$ cat src/rtl/timer_pkg.sv
// Shared types and helpers for the HH:MM:SS timer core.
package timer_pkg;

    typedef enum logic [1:0] {
        IDLE    = 2'd0,
        RUN     = 2'd1,
        PAUSED  = 2'd2,
        EXPIRED = 2'd3
    } state_t;

    localparam logic MODE_UP   = 1'b0;
    localparam logic MODE_DOWN = 1'b1;

    function automatic int cnt_w(input int m);
        return (m > 1) ? $clog2(m) : 1;
    endfunction

endpackage

$ cat src/rtl/mod_counter_stage.sv
// One modulo-MOD up/down counter digit of the timer cascade.
module mod_counter_stage
    import timer_pkg::*;
#(
    parameter int MOD = 60,
    localparam int W = cnt_w(MOD)
) (
    input  logic         clk,
    input  logic         reset,
    input  logic         clr,
    input  logic         en,
    input  logic         dir,
    input  logic         load,
    input  logic [W-1:0] load_val,
    output logic [W-1:0] val,
    output logic [W-1:0] nxt,
    output logic         cy
);

    localparam logic [W-1:0] TOP = W'(MOD - 1);

    always_comb begin
        nxt = val;
        if (clr) begin
            nxt = '0;
        end else if (load) begin
            nxt = (load_val > TOP) ? TOP : load_val;
        end else if (en) begin
            if (dir == MODE_DOWN) nxt = (val == '0) ? TOP : val - 1'b1;
            else nxt = (val == TOP) ? '0 : val + 1'b1;
        end
    end

    assign cy = en && ((dir == MODE_DOWN) ? (val == '0) : (val == TOP));

    always_ff @(posedge clk or posedge reset) begin
        if (reset) val <= '0;
        else val <= nxt;
    end

endmodule

$ cat src/rtl/timer_core.sv
// HH:MM:SS up/down timer with prescaler, pause, load and expiry.
// Optional alarm comparator enabled by defining TIMER_CORE_ALARM_EN.
module timer_core
    import timer_pkg::*;
#(
    parameter int TICK_DIV = 100_000_000,
    parameter int SEC_MOD  = 60,
    parameter int MIN_MOD  = 60,
    parameter int HR_MOD   = 24,
    localparam int SEC_W = cnt_w(SEC_MOD),
    localparam int MIN_W = cnt_w(MIN_MOD),
    localparam int HR_W  = cnt_w(HR_MOD)
) (
    input  logic             clk,
    input  logic             reset,
    input  logic             start,
    input  logic             pause,
    input  logic             clear,
    input  logic             mode,
    input  logic             load_en,
    input  logic [SEC_W-1:0] load_sec,
    input  logic [MIN_W-1:0] load_min,
    input  logic [HR_W-1:0]  load_hr,
`ifdef TIMER_CORE_ALARM_EN
    input  logic [SEC_W-1:0] alarm_sec,
    input  logic [MIN_W-1:0] alarm_min,
    input  logic [HR_W-1:0]  alarm_hr,
    output logic             alarm,
`endif
    output logic [SEC_W-1:0] sec,
    output logic [MIN_W-1:0] min,
    output logic [HR_W-1:0]  hr,
    output logic             running,
    output logic             expired,
    output logic             tick,
    output logic             wrap
);

    localparam int PW = (TICK_DIV > 1) ? $clog2(TICK_DIV) : 1;
    localparam logic [PW-1:0] LAST = PW'(TICK_DIV - 1);

    state_t          state_q, state_d;
    logic            mode_q, mode_d;
    logic [PW-1:0]   presc_q, presc_d;
    logic            do_tick, clr, ld;
    logic            s_cy, m_cy, h_cy;
    logic [SEC_W-1:0] s_nxt;
    logic [MIN_W-1:0] m_nxt;
    logic [HR_W-1:0]  h_nxt;
    logic            zero, at_one;

    assign zero   = (sec == '0) && (min == '0) && (hr == '0);
    assign at_one = (sec == SEC_W'(1)) && (min == '0) && (hr == '0);

    always_comb begin
        state_d = state_q;
        mode_d  = mode_q;
        presc_d = presc_q;
        do_tick = 1'b0;
        clr     = 1'b0;
        ld      = 1'b0;
        if (clear) begin
            state_d = IDLE;
            presc_d = '0;
            clr     = 1'b1;
        end else if (load_en && (state_q == IDLE || state_q == EXPIRED)) begin
            state_d = IDLE;
            ld      = 1'b1;
        end else if (start && state_q == IDLE) begin
            mode_d  = mode;
            presc_d = '0;
            state_d = (mode == MODE_DOWN && zero) ? EXPIRED : RUN;
        end else begin
            unique case (state_q)
                RUN, PAUSED: begin
                    // The resume cycle counts; only cycles with pause high stall.
                    if (pause) begin
                        state_d = PAUSED;
                    end else begin
                        state_d = RUN;
                        if (presc_q == LAST) begin
                            presc_d = '0;
                            do_tick = 1'b1;
                            if (mode_q == MODE_DOWN && at_one) state_d = EXPIRED;
                        end else begin
                            presc_d = presc_q + 1'b1;
                        end
                    end
                end
                default: ;
            endcase
        end
    end

    mod_counter_stage #(.MOD(SEC_MOD)) u_sec (
        .clk(clk), .reset(reset), .clr(clr), .en(do_tick), .dir(mode_q),
        .load(ld), .load_val(load_sec), .val(sec), .nxt(s_nxt), .cy(s_cy)
    );

    mod_counter_stage #(.MOD(MIN_MOD)) u_min (
        .clk(clk), .reset(reset), .clr(clr), .en(s_cy), .dir(mode_q),
        .load(ld), .load_val(load_min), .val(min), .nxt(m_nxt), .cy(m_cy)
    );

    mod_counter_stage #(.MOD(HR_MOD)) u_hr (
        .clk(clk), .reset(reset), .clr(clr), .en(m_cy), .dir(mode_q),
        .load(ld), .load_val(load_hr), .val(hr), .nxt(h_nxt), .cy(h_cy)
    );

    always_ff @(posedge clk or posedge reset) begin
        if (reset) begin
            state_q <= IDLE;
            mode_q  <= MODE_UP;
            presc_q <= '0;
            tick    <= 1'b0;
            wrap    <= 1'b0;
            running <= 1'b0;
            expired <= 1'b0;
        end else begin
            state_q <= state_d;
            mode_q  <= mode_d;
            presc_q <= presc_d;
            tick    <= do_tick;
            wrap    <= do_tick && (mode_q == MODE_UP) && h_cy;
            running <= (state_d == RUN);
            expired <= (state_d == EXPIRED);
        end
    end

`ifdef TIMER_CORE_ALARM_EN
    always_ff @(posedge clk or posedge reset) begin
        if (reset) alarm <= 1'b0;
        else alarm <= do_tick && (s_nxt == alarm_sec) &&
                      (m_nxt == alarm_min) && (h_nxt == alarm_hr);
    end
`else
    logic unused_nxt;
    assign unused_nxt = ^{s_nxt, m_nxt, h_nxt};
`endif

endmodule

$ cat config.mk
export PLATFORM = sky130hd
export DESIGN_NAME = timer_core
export DESIGN_NICKNAME = d
export VERILOG_FILES = /design/src/rtl/timer_pkg.sv /design/src/rtl/mod_counter_stage.sv /design/src/rtl/timer_core.sv
export SDC_FILE = /design/constraint.sdc
export NUM_CORES = 1
export LEC_CHECK = 0
export BUFFER_PORTS_ARGS = -buffer_cell sky130_fd_sc_hd__buf_2
export CORE_AREA = 2 2 72 91
export CTS_CLUSTER_SIZE = 12
export DETAILED_ROUTE_END_ITERATION = 10
export DIE_AREA = 0 0 74 93
export GPL_ROUTABILITY_DRIVEN = 0
export PLACE_DENSITY = 0.91
export REMOVE_ABC_BUFFERS = 1
export SYNTH_ARGS = -nofsm -noshare
export SYNTH_HDL_FRONTEND = slang
export SYNTH_SLANG_ARGS = --single-unit
$ cat constraint.sdc
create_clock -name clk -period 4.69 [get_ports clk]
set_input_delay 0.938 -clock clk [delete_from_list [all_inputs] [get_ports clk]]
set_output_delay 0.938 -clock clk [all_outputs]
set_load 0.1 [all_outputs]
==> results.sh <==
export IMPL_cp_end_kind="flop"
export IMPL_rrSetupSlack_ns=1.78
export IMPL_hold_viol_final=0
export IMPL_hold_depth=2
export IMPL_gr_total_overflow=0
export IMPL_syn_cell_area_um2=3570
export IMPL_cts_inserted_buffers=5
export IMPL_path_cells="or4_4 -> a2111oi_4 -> nand2_4 -> nand2_4 -> mux2_1"
export IMPL_layout_common_cells="61 x nor2_1, 51 x dfrtp_1, 44 x buf_2, 38 x nand2_1, 23 x xor2_1"
export IMPL_ys_seq_area_frac=0.358
export IMPL_async_flop_share=1.00
export IMPL_cts_sinks=51
export IMPL_wl_met3_um=487
export IMPL_peakVddDrop_mv=0.246
export IMPL_synth_area_leaders="dfrtp_1 36%, nor2_1 6.4%, xor2_1 5.6%"
export IMPL_postCtsHoldBufs=0
export IMPL_first_global_vias=3122
export IMPL_crit_buf_inv=0
export IMPL_crit_path_start_kind="flop"
export IMPL_initial_core_util=0.590
export IMPL_cts_buffer_depth=2
export IMPL_fill_cells=495
export IMPL_crit_path_top_delay_cell="dfrtp_1"
export IMPL_fin_crit_sh=0.621
export IMPL_relSlewSlack=0.275
export IMPL_grt_pass1_wl_um=14100
export IMPL_wl_per_cell_um=15.9
export IMPL_reg2reg_from="mode_q$_DFFE_PP0P_"
export IMPL_setup_viol_count_final=0
export IMPL_place_hpwl_um=6160
export IMPL_critPathKind="reg2reg"
export IMPL_yosysWarnings=0
export IMPL_dr_pass1_iters=6
export IMPL_crit_family="simple AND/OR/NAND/NOR gates"
export IMPL_grt_max_degree=52
export IMPL_num_nets_final=493
export IMPL_maxCapViolCount=0
export IMPL_finish_utilization=0.648
export IMPL_dp_cells=535
export IMPL_io_pins=45
export IMPL_drt_antenna_violating_nets=0
export IMPL_hp_start="presc_q[24]$_DFFE_PP0P_"
export IMPL_clk_latency_ns=0.31
export IMPL_syn_area_per_cell_um2=8.32
export IMPL_core_um2=6050
export IMPL_cts_resized=0
export IMPL_hp_class="reg2reg"
export IMPL_drc_errors=0
export IMPL_finalCriticalPeriod_ns=2.91
export IMPL_rsz0062_at_grt="false"
export IMPL_antenna_found_initial=0
export IMPL_cp_required_ns=4.90
export IMPL_ys_ff_latch=51
export IMPL_synth_flop_cell="dfrtp_1"
export IMPL_grtUsageTotal=0.261
export IMPL_slew_viol_final=0
export IMPL_max_freq_ghz=0.343
export IMPL_cts_tree="built"
export IMPL_wl_um=8640
export IMPL_fp_dieH_um=93
export IMPL_fin_skew_ns=0.0126
export IMPL_rows=32
export IMPL_synth_top_cell_by_area="dfrtp_1"
export IMPL_die_w_um=74
export IMPL_min_to="presc_q[24]$_DFFE_PP0P_"
export IMPL_slowest_delay_ns=0.79
export IMPL_leakage_uw=0.00176
export IMPL_worst_pin_slew_ns=1.09
export IMPL_cts_max_level=2
export IMPL_dieArea_um2=6880
export IMPL_drive_above_1_share=0.138
export IMPL_status="finished clean"
export IMPL_wl_met2_um=4430
export IMPL_fin_setup_tns_ns=0
export IMPL_crit_path_max_fanout=36
export IMPL_critical_path_most_common_cell="nand2_4"
export IMPL_area_delta_synth_final_pct=9.89
export IMPL_io_buffers=44
export IMPL_synth_distinct_cells=66
export IMPL_vias=3319
export IMPL_antenna_cells=0
export IMPL_synth_top_area_share=0.358
export IMPL_cts_root_buf="clkbuf_8"
export IMPL_layout_commonest_cell="nor2_1"
export IMPL_r2r_cells=5
export IMPL_drtIter0Drc=254
export IMPL_r2r_end="u_hr.val[1]$_DFFE_PP0P_"
export IMPL_placed_area_um2=3800
export IMPL_arrival_ns=3.12
export IMPL_power_density_nw_per_um2=492
export IMPL_clkTransAtPathRegs_ns=0.10
export IMPL_hold_slack_ns=0.543
export IMPL_final_area_um2=3920
export IMPL_postCtsSetupBuffers=0
export IMPL_synth_edff_count=0
export IMPL_stdcell_count=543
export IMPL_top_layer="met4"
export IMPL_syn_inst=429
export IMPL_wirelength_met1_um=3440
export IMPL_viasPerCell=6.11
[cell usage after synthesis (all sizes together) (7+ instances only)]
library cell and number:
nand3 19, nand4 16, nor3 17, xor2 23, clkbuf 16, ha 12
dfrtp 51, buf 7, o21ai 22, a21oi 13, inv 20, nor2 63
xnor2 12, nand2 41
[cells by family after synthesis]
group,synth area share
buf+inv,0.0477
compound gates,0.159
mux,0.0182
simple gates,0.289
flops,0.358
fa+ha+maj,0.0421
xor+xnor,0.0859
[registers in the layout, indices dropped and copies added, names as in the netlist]
register	flops
expired	1
mode_q	1
presc_q	27
running	1
state_q	2
tick	1
u_hr.val	5
u_min.val	6
u_sec.val	6
wrap	1
[worst max path at each step]
stage                             start                      end  slack, ns  cells past startpoint
3_3_place_gp         mode_q$_DFFE_PP0P_  u_hr.val[0]$_DFFE_PP0P_       1.90                      5
4_1_cts              mode_q$_DFFE_PP0P_  u_hr.val[1]$_DFFE_PP0P_       1.82                      5
6_report             mode_q$_DFFE_PP0P_  u_hr.val[1]$_DFFE_PP0P_       1.78                      5
3_5_place_dp         mode_q$_DFFE_PP0P_  u_hr.val[1]$_DFFE_PP0P_       1.82                      5
2_1_floorplan  u_sec.val[0]$_DFFE_PP0P_  u_hr.val[3]$_DFFE_PP0P_       1.50                      7
5_1_grt         presc_q[12]$_DFFE_PP0P_   presc_q[9]$_DFFE_PP0P_       1.63                      6
[per-layer routing]
layer,vias up,GRT usage
li1,1582,-
met1,1577,0.295
met2,132,0.455
met3,28,0.0539
met4,0,0.127
met5,-,0
[power by group]
group	leakage, µW	total [µW]	internal [µW]	switching, µW
sequential	0.000693	644	492	151
combinational	0.00100	955	277	678
clock	0.0000618	331	176	156
[tightest hold or removal path, stage by stage (launching register included)]
cell	delay, ns
dfrtp_1	0.37
xor2_1	0.07
nor2_1	0.07
[cell type report]
class	count	area (µm²)	area share
Clock buffer	6	82.6	0.0211
Inverter	20	75.1	0.0192
Timing Repair Buffer	44	220	0.0562
Sequential cell	51	1280	0.326
Tap cell	85	106	0.0271
Multi-Input combinational cell	335	2120	0.541
Clock inverter	2	38.8	0.00989
[stage by stage]
stage	worst slack, ns	total power [µW]
6_report	1.78	1930
3_3_place_gp	1.90	1560
2_1_floorplan	1.50	1380
5_1_grt	1.63	2040
4_1_cts	1.82	1930
3_5_place_dp	1.82	1590
(Power assumes the default switching activity.)
